$ cat src/rtl/uart_pkg.sv
// Shared types for the buffered UART transmitter: FSM states and parity modes.
`timescale 1ns/1ps
package uart_pkg;

  typedef enum logic [2:0] {IDLE, START, DATA, PARITY, STOP} uart_tx_state_e;
  typedef enum logic [1:0] {PAR_NONE, PAR_EVEN, PAR_ODD, PAR_NONE2} uart_parity_e;

  // Wide enough to index 9 data bits or 2 stop bits.
  localparam int unsigned BIT_IDX_W = 4;

endpackage

$ cat src/rtl/uart_tx_stream_if.sv
// Valid/ready word stream feeding the UART transmitter.
`timescale 1ns/1ps
interface uart_tx_stream_if #(
  parameter int DATA_BITS = 8
);
  logic                 s_valid;
  logic                 s_ready;
  logic [DATA_BITS-1:0] s_data;

  modport master (output s_valid, output s_data, input  s_ready);
  modport slave  (input  s_valid, input  s_data, output s_ready);
endinterface

$ cat src/rtl/uart_fifo.sv
// Generic synchronous FIFO; pointers carry one extra wrap bit so full/empty
// come from comparing the MSBs.
`timescale 1ns/1ps
module uart_fifo #(
  parameter int WIDTH = 8,
  parameter int DEPTH = 4
) (
  input  logic                         clk,
  input  logic                         rstn,
  input  logic                         push,
  input  logic                         pop,
  input  logic [WIDTH-1:0]             din,
  output logic [WIDTH-1:0]             dout,
  output logic                         full,
  output logic                         empty,
  output logic [$clog2(DEPTH+1)-1:0]   count
);
  localparam int AW = $clog2(DEPTH);
  localparam int CW = $clog2(DEPTH+1);

  logic [AW:0]      wr_ptr_q, wr_ptr_d;
  logic [AW:0]      rd_ptr_q, rd_ptr_d;
  logic [WIDTH-1:0] mem_q [DEPTH];
  logic             do_push;
  logic             do_pop;

  assign full    = (wr_ptr_q[AW] != rd_ptr_q[AW]) && (wr_ptr_q[AW-1:0] == rd_ptr_q[AW-1:0]);
  assign empty   = (wr_ptr_q == rd_ptr_q);
  assign do_push = push && !full;
  assign do_pop  = pop && !empty;
  assign count   = CW'(wr_ptr_q - rd_ptr_q);
  assign dout    = mem_q[rd_ptr_q[AW-1:0]];

  always_comb begin
    wr_ptr_d = wr_ptr_q;
    rd_ptr_d = rd_ptr_q;
    if (do_push) wr_ptr_d = wr_ptr_q + 1'b1;
    if (do_pop)  rd_ptr_d = rd_ptr_q + 1'b1;
  end

  always_ff @(posedge clk or negedge rstn) begin
    if (!rstn) begin
      wr_ptr_q <= '0;
      rd_ptr_q <= '0;
    end else begin
      wr_ptr_q <= wr_ptr_d;
      rd_ptr_q <= rd_ptr_d;
    end
  end

  // Storage is not reset; the pointers alone define what is valid.
  always_ff @(posedge clk) begin
    if (do_push) mem_q[wr_ptr_q[AW-1:0]] <= din;
  end

endmodule

$ cat src/rtl/uart_tx_stream.sv
// Buffered UART transmitter: stream in, FIFO, start/data/[parity]/stop out.
// Define UART_TX_PARITY_EN to add the parity_mode port and the PARITY state.
`timescale 1ns/1ps
module uart_tx_stream
  import uart_pkg::*;
#(
  parameter int DATA_BITS = 8,
  parameter int STOP_BITS = 1,
  parameter int DEPTH     = 4,
  parameter int DIV_W     = 16
) (
  input  logic                       clk,
  input  logic                       rstn,
  uart_tx_stream_if.slave            s_if,
  input  logic [DIV_W-1:0]           clk_div,
`ifdef UART_TX_PARITY_EN
  input  logic [1:0]                 parity_mode,
`endif
  output logic                       tx,
  output logic                       busy,
  output logic [$clog2(DEPTH+1)-1:0] fifo_count
);
  localparam logic [BIT_IDX_W-1:0] LAST_DATA = BIT_IDX_W'(DATA_BITS - 1);
  localparam logic [BIT_IDX_W-1:0] LAST_STOP = BIT_IDX_W'(STOP_BITS - 1);

  uart_tx_state_e         state_q, state_d;
  logic [DIV_W-1:0]       cnt_q, cnt_d;
  logic [DIV_W-1:0]       div_q, div_d;
  logic [BIT_IDX_W-1:0]   idx_q, idx_d;
  logic [DATA_BITS-1:0]   shift_q, shift_d;
  logic                   tx_q, tx_d;
  logic                   busy_q, busy_d;
`ifdef UART_TX_PARITY_EN
  logic                   par_en_q, par_en_d;
  logic                   par_bit_q, par_bit_d;
`endif

  logic                   pop;
  logic                   load;
  logic                   bit_end;
  logic [DATA_BITS-1:0]   fifo_dout;
  logic                   fifo_full;
  logic                   fifo_empty;

  assign s_if.s_ready = !fifo_full;

  uart_fifo #(
    .WIDTH (DATA_BITS),
    .DEPTH (DEPTH)
  ) u_fifo (
    .clk   (clk),
    .rstn  (rstn),
    .push  (s_if.s_valid && !fifo_full),
    .pop   (pop),
    .din   (s_if.s_data),
    .dout  (fifo_dout),
    .full  (fifo_full),
    .empty (fifo_empty),
    .count (fifo_count)
  );

  assign bit_end = (cnt_q == div_q);

  always_comb begin
    state_d = state_q;
    div_d   = div_q;
    idx_d   = idx_q;
    shift_d = shift_q;
    pop     = 1'b0;
    load    = 1'b0;
    cnt_d   = (state_q == IDLE || bit_end) ? '0 : cnt_q + 1'b1;
`ifdef UART_TX_PARITY_EN
    par_en_d  = par_en_q;
    par_bit_d = par_bit_q;
`endif

    case (state_q)
      IDLE: begin
        if (!fifo_empty) load = 1'b1;
      end
      START: begin
        if (bit_end) begin
          idx_d   = '0;
          state_d = DATA;
        end
      end
      DATA: begin
        if (bit_end) begin
          shift_d = shift_q >> 1;
          if (idx_q == LAST_DATA) begin
            idx_d = '0;
`ifdef UART_TX_PARITY_EN
            state_d = par_en_q ? PARITY : STOP;
`else
            state_d = STOP;
`endif
          end else begin
            idx_d = idx_q + 1'b1;
          end
        end
      end
`ifdef UART_TX_PARITY_EN
      PARITY: begin
        if (bit_end) state_d = STOP;
      end
`endif
      STOP: begin
        if (bit_end) begin
          if (idx_q == LAST_STOP) begin
            idx_d = '0;
            // Chain straight into the next start bit when more words wait.
            if (!fifo_empty) load = 1'b1;
            else             state_d = IDLE;
          end else begin
            idx_d = idx_q + 1'b1;
          end
        end
      end
      default: state_d = IDLE;
    endcase

    // Frame setup: divisor and parity are frozen for the whole frame.
    if (load) begin
      pop     = 1'b1;
      shift_d = fifo_dout;
      div_d   = clk_div;
      cnt_d   = '0;
      state_d = START;
`ifdef UART_TX_PARITY_EN
      par_en_d  = (parity_mode == PAR_EVEN) || (parity_mode == PAR_ODD);
      par_bit_d = (^fifo_dout) ^ (parity_mode == PAR_ODD);
`endif
    end

    case (state_q)
      START:   tx_d = 1'b0;
      DATA:    tx_d = shift_q[0];
`ifdef UART_TX_PARITY_EN
      PARITY:  tx_d = par_bit_q;
`endif
      default: tx_d = 1'b1;
    endcase

    busy_d = (state_q != IDLE) || !fifo_empty;
  end

  always_ff @(posedge clk or negedge rstn) begin
    if (!rstn) begin
      state_q   <= IDLE;
      cnt_q     <= '0;
      div_q     <= '0;
      idx_q     <= '0;
      shift_q   <= '0;
      tx_q      <= 1'b1;
      busy_q    <= 1'b0;
`ifdef UART_TX_PARITY_EN
      par_en_q  <= 1'b0;
      par_bit_q <= 1'b0;
`endif
    end else begin
      state_q   <= state_d;
      cnt_q     <= cnt_d;
      div_q     <= div_d;
      idx_q     <= idx_d;
      shift_q   <= shift_d;
      tx_q      <= tx_d;
      busy_q    <= busy_d;
`ifdef UART_TX_PARITY_EN
      par_en_q  <= par_en_d;
      par_bit_q <= par_bit_d;
`endif
    end
  end

  assign tx   = tx_q;
  assign busy = busy_q;

endmodule

$ cat src/flat_wrapper.sv
// flat-port wrapper written by rule: the top's interface ports become plain ports
module uart_tx_stream_flat import uart_pkg::*;
#(
  parameter int DATA_BITS = 8,
  parameter int STOP_BITS = 1,
  parameter int DEPTH     = 4,
  parameter int DIV_W     = 16
)
  (clk, rstn, clk_div, tx, busy, fifo_count, s_if_s_valid, s_if_s_data, s_if_s_ready);
  uart_tx_stream_if #(.DATA_BITS(DATA_BITS)) s_if_i ();
  input  logic clk;
  input  logic rstn;
  input  logic [DIV_W-1:0] clk_div;
  output logic tx;
  output logic busy;
  output logic [$clog2(DEPTH+1)-1:0] fifo_count;
  input wire logic [$bits(s_if_i.s_valid)-1:0] s_if_s_valid;
  input wire logic [$bits(s_if_i.s_data)-1:0] s_if_s_data;
  output wire logic [$bits(s_if_i.s_ready)-1:0] s_if_s_ready;
  assign s_if_i.s_valid = s_if_s_valid;
  assign s_if_i.s_data = s_if_s_data;
  assign s_if_s_ready = s_if_i.s_ready;
  uart_tx_stream #(.DATA_BITS(DATA_BITS), .STOP_BITS(STOP_BITS), .DEPTH(DEPTH), .DIV_W(DIV_W)) u_core (.clk(clk), .rstn(rstn), .s_if(s_if_i), .clk_div(clk_div), .tx(tx), .busy(busy), .fifo_count(fifo_count));
endmodule
$ cat config.mk
export PLATFORM = sky130hd
export DESIGN_NAME = uart_tx_stream_flat
export DESIGN_NICKNAME = d
export VERILOG_FILES = /design/src/rtl/uart_pkg.sv /design/src/rtl/uart_tx_stream_if.sv /design/src/rtl/uart_fifo.sv /design/src/rtl/uart_tx_stream.sv /design/src/flat_wrapper.sv
export SDC_FILE = /design/constraint.sdc
export NUM_CORES = 1
export LEC_CHECK = 0
export ABC_AREA = 1
export BUFFER_PORTS_ARGS = -buffer_cell sky130_fd_sc_hd__buf_2
export CAP_MARGIN = 40
export CORE_MARGIN = 4
export CORE_UTILIZATION = 62
export CTS_CLUSTER_DIAMETER = 60
export CTS_CLUSTER_SIZE = 40
export DETAILED_ROUTE_END_ITERATION = 10
export PLACE_DENSITY = 0.91
export SETUP_SLACK_MARGIN = 0.02
export SYNTH_ARGS = -nofsm -noshare
export SYNTH_HDL_FRONTEND = slang
export SYNTH_HIERARCHICAL = 1
export SYNTH_SLANG_ARGS = --single-unit
$ cat constraint.sdc
create_clock -name clk -period 5.08 [get_ports clk]
set_clock_uncertainty 0.1 [all_clocks]
set_input_delay 1.016 -clock clk [delete_from_list [all_inputs] [get_ports clk]]
set_output_delay 1.016 -clock clk [all_outputs]
set_load 0.01 [all_outputs]
==> metrics.md, run 1 <==
| Metric | Value |
|---|---|
| Clk sink count | `87` |
| Placed instance area | `between 0.004 and 0.005 sq mm` |
| RSZ-0062 raised after global routing | `no` |
| Combinational power share | `between 40 and 50%` |
| Nets | `about 570` |
| Total GRT Usage | `22.05%` |
| CTS HTree Levels | `3` |
| Status | `finished, final reports clean` |
| I/O pin total | `33` |
| Hold Fails Final Rpt | `0` |
| Routing usage on met3 | `around 5.3%` |
| Clock buffer depth | `2` |
| Met1 GRT Util | `between 20% and 30%` |
| Clk_lat worst skew | `between 300 and 400 ps` |
| NetSw | `roughly 0.0012 W` |
| Routed Antenna Nets | `0` |
| Worst Setup End Kind | `output pin` |
| Final Non-Filler Cells | `about 630` |
| Post-CTS resize count | `0` |
| Synth-to-Final Area Change | `8.084%` |
| Vias | `about 3400` |
| Crit path kind | `register to output pin` |
| Final setup viols | `0` |
| Vias in the first global route | `between 3000 and 4000` |
| Largest net degree at the start of global routing | `56` |
| Total CTS buffers | `9` |
| Busiest grt layer | `met2` |
| PD cells | `approximately 560 mW/mm^2` |
| First-pass detailed-route iteration total | `5` |
| Final instance area | `0.004885 sq mm` |
| Yosys Warn Count | `6` |
| CP required | `a little under 4000 ps` |
| Crit Path Max Fanout | `20` |
| Gpl congestion | `about 0.9` |
| Switching Share | `roughly 44%` |
| Leak | `approximately 2.3 nW` |
| Drt via density | `5.449` |
| Sequential fraction of the synthesis area | `51.74%` |
| Worst-path clk slew | `about 90 ps` |
| Fillers | `517` |
| VDD IR max | `between 0.3 and 0.4 mV` |
| DIE AREA | `around 0.0087 sq mm` |
| Multi-input logic area | `between 0.0015 and 0.002 sq mm` |
| ANT cells | `0` |
| Max-slew violation count | `0` |
| Yosys reg bits | `87` |
| DR iter-0 viols | `~210` |
| CP Launch Type | `register` |
| Critical Path AT | `about 2200 ps` |
| Reg area | `~0.0023 sq mm` |
| I/O Buffers | `32` |
| M2 GR Usage | `roughly 38%` |
| Max frequency | `305.4 MHz` |
| Syn nets | `between 500 and 600` |
| EDFF count, synth | `32` |
| Avg Cell Area, Syn | `between 9 and 10 sq um` |
| DRC errors left | `0` |
| Root buffer cell | `clkbuf_8` |
| Grt total ovfl | `0` |
| Row count | `30` |
| Library cells used by synthesis | `42` |
| Global-route wire length before repair | `between 15 and 20 mm` |
| Clock power share | `17.3%` |
| Placed insts | `~620` |
| Hold-fix buffers, CTS | `0` |
| Tcrit/Tclk final | `between 60 and 70%` |
| Post-Synthesis Cells | `~500` |
| Final wirelength | `just under 9 mm` |
| Ys flop type | `dfrtp_1` |
| Worst-margin pin slew | `727.7 ps` |
| MaxCap Viol Count | `0` |
| Dpl hpwl | `a little over 6 mm` |
| Die Height | `roughly 93 um` |
| Layout cells sized above 1 | `a little under a fifth` |
| Setup repair bufs after CTS | `0` |
| Slew headroom | `around half` |
| Initial Util | `about two thirds` |
| Worst hold path type | `register to register` |
| TritonCTS clock tree | `done` |
| Routed len/inst | `about 14 um` |
| Flop pwr share | `a little over 40%` |
| Fin crit period | `about 3300 ps` |
| Int Pwr | `0.001528 W` |
| Core area | `0.006944 sq mm` |
| Initial antenna violation count | `0` |
| Chip Width | `approximately 93 um` |
| Mapped Area | `between 0.004 and 0.005 sq mm` |
| Async SR Flop Fraction | `between 60% and 70%` |
| TNS Setup | `0 ps` |
[state kept, by name, indices dropped and copies added (netlist names)]
register	flops
u_core/busy	1
u_core/cnt_q	16
u_core/div_q	16
u_core/idx_q	4
u_core/shift_q	8
u_core/state_q	3
u_core/tx	1
u_core/u_fifo/mem_q	32
u_core/u_fifo/rd_ptr_q	3
u_core/u_fifo/wr_ptr_q	3
[power by group through the flow]
stage | registers, W | clock network (W) | logic [W]
finish | 0.00109 | 0.000469 | 0.00115
global route | 0.00111 | 0.000511 | 0.00131
CTS | 0.00109 | 0.000479 | 0.00116
detailed placement | 0.00110 | 0 | 0.00114
global placement | 0.00109 | 0 | 0.00108
floorplan | 0.00105 | 0 | 0.00101
[per-stage QoR]
stage | hold WS, ps | worst slack (ps) | utilization [%] | total power, W
finish | 397.2 | 1806 | 70.34 | 0.002712
global route | 440.2 | 1648 | 70.34 | 0.002933
CTS | 399.8 | 1801 | 70.34 | 0.002728
detailed placement | 374.4 | 2212 | 67.53 | 0.002246
global placement | 370.3 | 2290 | 67.53 | 0.002171
floorplan | 350.1 | 2656 | - | 0.002056
[routing by layer]
metal / routed length [um] / vias to the layer above / part of all wire, %
li1: - / 1676 / -
met1: 3661 / 1644 / 42
met2: 4474 / 110 / 51
met3: 468 / 14 / 5.3
met4: 147 / 0 / 1.7
met5: 0 / - / 0
[worst paths after layout]
kind                                                             from                                    end  slack, ps  cells after the start
max in group asynchronous                                        rstn          u_core/state_q[1]$_DFFE_PN0P_       3760                      2
min in group asynchronous                                        rstn             u_core/cnt_q[12]$_DFF_PN0_        670                      2
worst min register to register            u_core/idx_q[3]$_DFFE_PN0P_            u_core/idx_q[3]$_DFFE_PN0P_        400                      2
worst max-delay path            u_core/u_fifo/rd_ptr_q[0]$_DFFE_PN0P_                          fifo_count[2]       1810                      5
worst max register to register  u_core/u_fifo/rd_ptr_q[0]$_DFFE_PN0P_  u_core/u_fifo/rd_ptr_q[0]$_DFFE_PN0P_       2200                     11
worst min-delay path                      u_core/idx_q[3]$_DFFE_PN0P_            u_core/idx_q[3]$_DFFE_PN0P_        400                      2
[worst max-delay path, cell delays in order, from the launching register on]
cell and delay, ps:
dfrtp_1 780, ha_1 270, inv_1 50, fa_1 380, xnor2_1 170, buf_2 150
[placed cells by master, fill, tap and decap left out, types with 9 or more instances in the layout]
master,Yosys,final
nand3_1,30,30
xor2_1,10,10
o21ai_2,12,12
nor2_1,50,50
o21ai_0,15,15
ha_1,10,10
clkbuf_8,0,9
dfrtp_1,54,54
inv_1,61,61
buf_2,2,32
nand2_2,17,17
edfxtp_1,32,32
nand2_1,127,127
[cell usage after synthesis, types with 2 or more instances]
master    count  area, sq um
nor4_1        4        25.02
buf_2         2        10.01
nand3_1      30        150.1
nand2_1     127        476.7
nand3b_1      4        30.03
a21oi_1       3        15.01
o22ai_1       8        50.05
buf_6         3        33.78
inv_1        61        229.0
nand2_8       2        40.04
buf_12        2        40.04
o21ai_2      12        105.1
xor2_1       10        87.58
a31oi_1       2        12.51
nor3_1        8        40.04
o21ai_1       4        20.02
nand2_2      17        106.4
o21ai_0      15        75.07
nor2_1       50        187.7
edfxtp_1     32        960.9
dfrtp_1      54         1351
inv_2         5        18.77
ha_1         10        125.1
nor3b_1       2        15.01
nand4_1       8        50.05
nand3_2       4        40.04
nor2_4        2        22.52
buf_4         2        15.01
nand2_4       2        22.52
[final cells by class]
type / count / share of cell area (%)
clock buffer: 9 / 2.536
inverter: 68 / 5.533
sequential: 87 / 47.87
clock inverter: 7 / 1.460
multi-input combinational: 332 / 36.71
tap: 96 / 2.459
timing repair buffer: 33 / 3.432
[cell families after synthesis]
| kind of cell | count (synthesis) | share of synthesized area [%] |
|---|---|---|
| buffers and inverters | 79 | 8.582 |
| adder cells (fa/ha/maj) | 11 | 3.212 |
| flip-flops | 87 | 51.74 |
| AO/OA/AOI/OAI | 48 | 7.115 |
| AND/OR/NAND/NOR | 262 | 27.21 |
| XOR/XNOR | 11 | 2.132 |
Power figures use the tool's default switching activity.
==> run 2, diff against run 1 <==
- CORE_UTILIZATION: 62 -> 54
- PLACE_DENSITY: 0.91 -> 0.85
- clock period: 5.08 -> 2.9 ns (I/O delays scaled with it)
==> metrics.md, run 2 (synthesis gave the netlist of run 1 again) <==
| Metric | Value |
|---|---|
| Layout cells sized above 1 | `a little under a fifth` |
| Worst path slowest cell | `dfrtp_1` |
| Fin Hold WS | `about 250 ps` |
| Fin crit period | `between 2000 and 3000 ps` |
| PD cells | `996.5 mW/mm^2` |
| Drt via density | `~5.2` |
| Crit Path Max Fanout | `11` |
| Routed len/inst | `between 10 and 15 um` |
| TNS Setup | `0 ps` |
| Grt total ovfl | `0` |
| Commonest cells after routing, fill and taps aside | `127 x nand2_1, 61 x inv_1, 54 x dfrtp_1` |
| Largest net degree at the start of global routing | `56` |
| I/O pin total | `33` |
| Final WS setup | `about 330 ps` |
| Core area | `between 0.008 and 0.009 sq mm` |
| Final wirelength | `~8.4 mm` |
| Placed insts | `approximately 630` |
| Crit path kind | `register to output pin` |
| Vias | `between 3000 and 4000` |
| CP Launch Type | `register` |
| Initial antenna violation count | `0` |
| First-pass detailed-route iteration total | `5` |
| Nets | `between 500 and 600` |
| Clk_lat worst skew | `approximately 350 ps` |
| Slew headroom | `a little over 50%` |
| Status | `finished, final reports clean` |
| Crit path buf inv count | `3` |
| Setup slack, reg-to-reg | `~460 ps` |
| Most common cell after layout, fill and taps aside | `nand2_1` |
| Final Non-Filler Cells | `~650` |
| Max reg flops | `32` |
| CP startpoint | `u_core/u_fifo/rd_ptr_q[1]$_DFFE_PN0P_` |
| Vias in the first global route | `3351` |
| Chip Width | `a little under 100 um` |
| Place WS | `slightly below 500 ps` |
| Setup repair bufs after CTS | `0` |
| Layout Utilization | `61.11%` |
| Max-slew violation count | `0` |
| Synth-to-Final Area Change | `10.55%` |
| Routed Antenna Nets | `0` |
| Worst reg2reg path startpoint | `u_core/u_fifo/rd_ptr_q[1]$_DFFE_PN0P_` |
| Worst Setup End Kind | `output pin` |
| TritonCTS clock tree | `done` |
| Row count | `33` |
| Crit path largest cell delay | `roughly 520 ps` |
| Top Family by Delay on Critical Path | `flip-flops` |
| Global-route wire length before repair | `14.66 mm` |
| Worst hold path type | `primary input to async pin` |
| DRC errors left | `0` |
| Gpl congestion | `0.9249` |
| RSZ-0062 raised after global routing | `no` |
| Leak | `around 2.3 nW` |
| Hold Fails Final Rpt | `0` |
| Critical path, cell by cell | `inv_1 > buf_4 > fa_1 > xnor2_1 > buf_2` |
| Tcrit/Tclk final | `roughly 90%` |
| Max frequency | `between 300 and 400 MHz` |
| Total CTS buffers | `9` |
| ANT cells | `0` |
| Final setup viols | `0` |
| DIE AREA | `0.009896 sq mm` |
| VDD IR max | `approximately 0.56 mV` |
| Die Height | `approximately 99 um` |
| I/O Buffers | `32` |
| Clock buffer depth | `2` |
| Worst-path clk slew | `90 ps` |
| Hold-fix buffers, CTS | `0` |
| Initial Util | `between 50% and 60%` |
| Worst-margin pin slew | `a little over 700 ps` |
| Clk sink count | `87` |
| Post-CTS resize count | `0` |
| CTS HTree Levels | `3` |
| MaxCap Viol Count | `0` |
| Critical Path AT | `~1900 ps` |
| Root buffer cell | `clkbuf_8` |
| Total GRT Usage | `18.36%` |
| Dpl hpwl | `a little over 6 mm` |
| DR iter-0 viols | `about 240` |
| CP required | `around 2200 ps` |
run 2: cell count changes in the layout (fill, tap and decap cells not counted):
cell	previous run	this run
buf_4	1	7
bufinv_16	0	3
inv_6	4	2
clkinv_4	1	0
clkinv_8	2	1
clkinvlp_4	0	1
run 2: through the flow:
| stage | power (W) | cell area (sq um) |
|---|---|---|
| after floorplan | 0.003602 | 4519 |
| after global placement | 0.003872 | 4746 |
| after detailed placement | 0.003975 | 4746 |
| after CTS | 0.005025 | 4996 |
| after global routing | 0.005362 | 4996 |
| final | 0.004979 | 4996 |
run 2: worst register-to-register path: stages, from the launching register on:
cell and delay, ps:
dfrtp_1 520, inv_1 100, ha_1 280, nand2_1 60, inv_1 70, nand3_4 110
inv_1 80, nor2_1 320, nand2_1 90, inv_1 100, nand2_2 70, inv_1 230
run 2: final timing paths:
kind                                                       end  depth (start not counted)
setup / recovery                                 fifo_count[2]                          5
hold reg to reg                    u_core/idx_q[3]$_DFFE_PN0P_                          2
hold / removal                     u_core/div_q[3]$_DFFE_PN0N_                          2
max in group asynchronous        u_core/shift_q[5]$_DFFE_PN0P_                          2
min in group clk                   u_core/div_q[7]$_DFFE_PN0N_                          3
setup reg to reg           u_core/u_fifo/mem_q[3][7]$_DFFE_PP_                         11
run 2: where the power goes:
group	leakage [nW]	internal [W]	switching, W	total, W
logic	1.23	0.000733	0.00134	0.00207
clock network	0.122	0.000584	0.000448	0.00103
registers	0.992	0.00166	0.000218	0.00187
run 2: cell type report:
cell class	instances	area, sq um
inverter	68	270.3
clock inverter	7	126.4
clock buffer	9	123.9
timing repair buffer	39	212.7
sequential	87	2338
fill	655	3179
multi-input combinational	332	1793
tap	105	131.4
run 2: routing by layer:
metal	GRT usage, %	vias to the layer above	share of wire [%]	wire length (um)
met5	0	-	0	0
met4	5.147	0	0.98	82
met3	5.119	8	4.5	376
met2	31.82	83	50	4224
met1	22.51	1610	44	3688
li1	-	1684	-	-
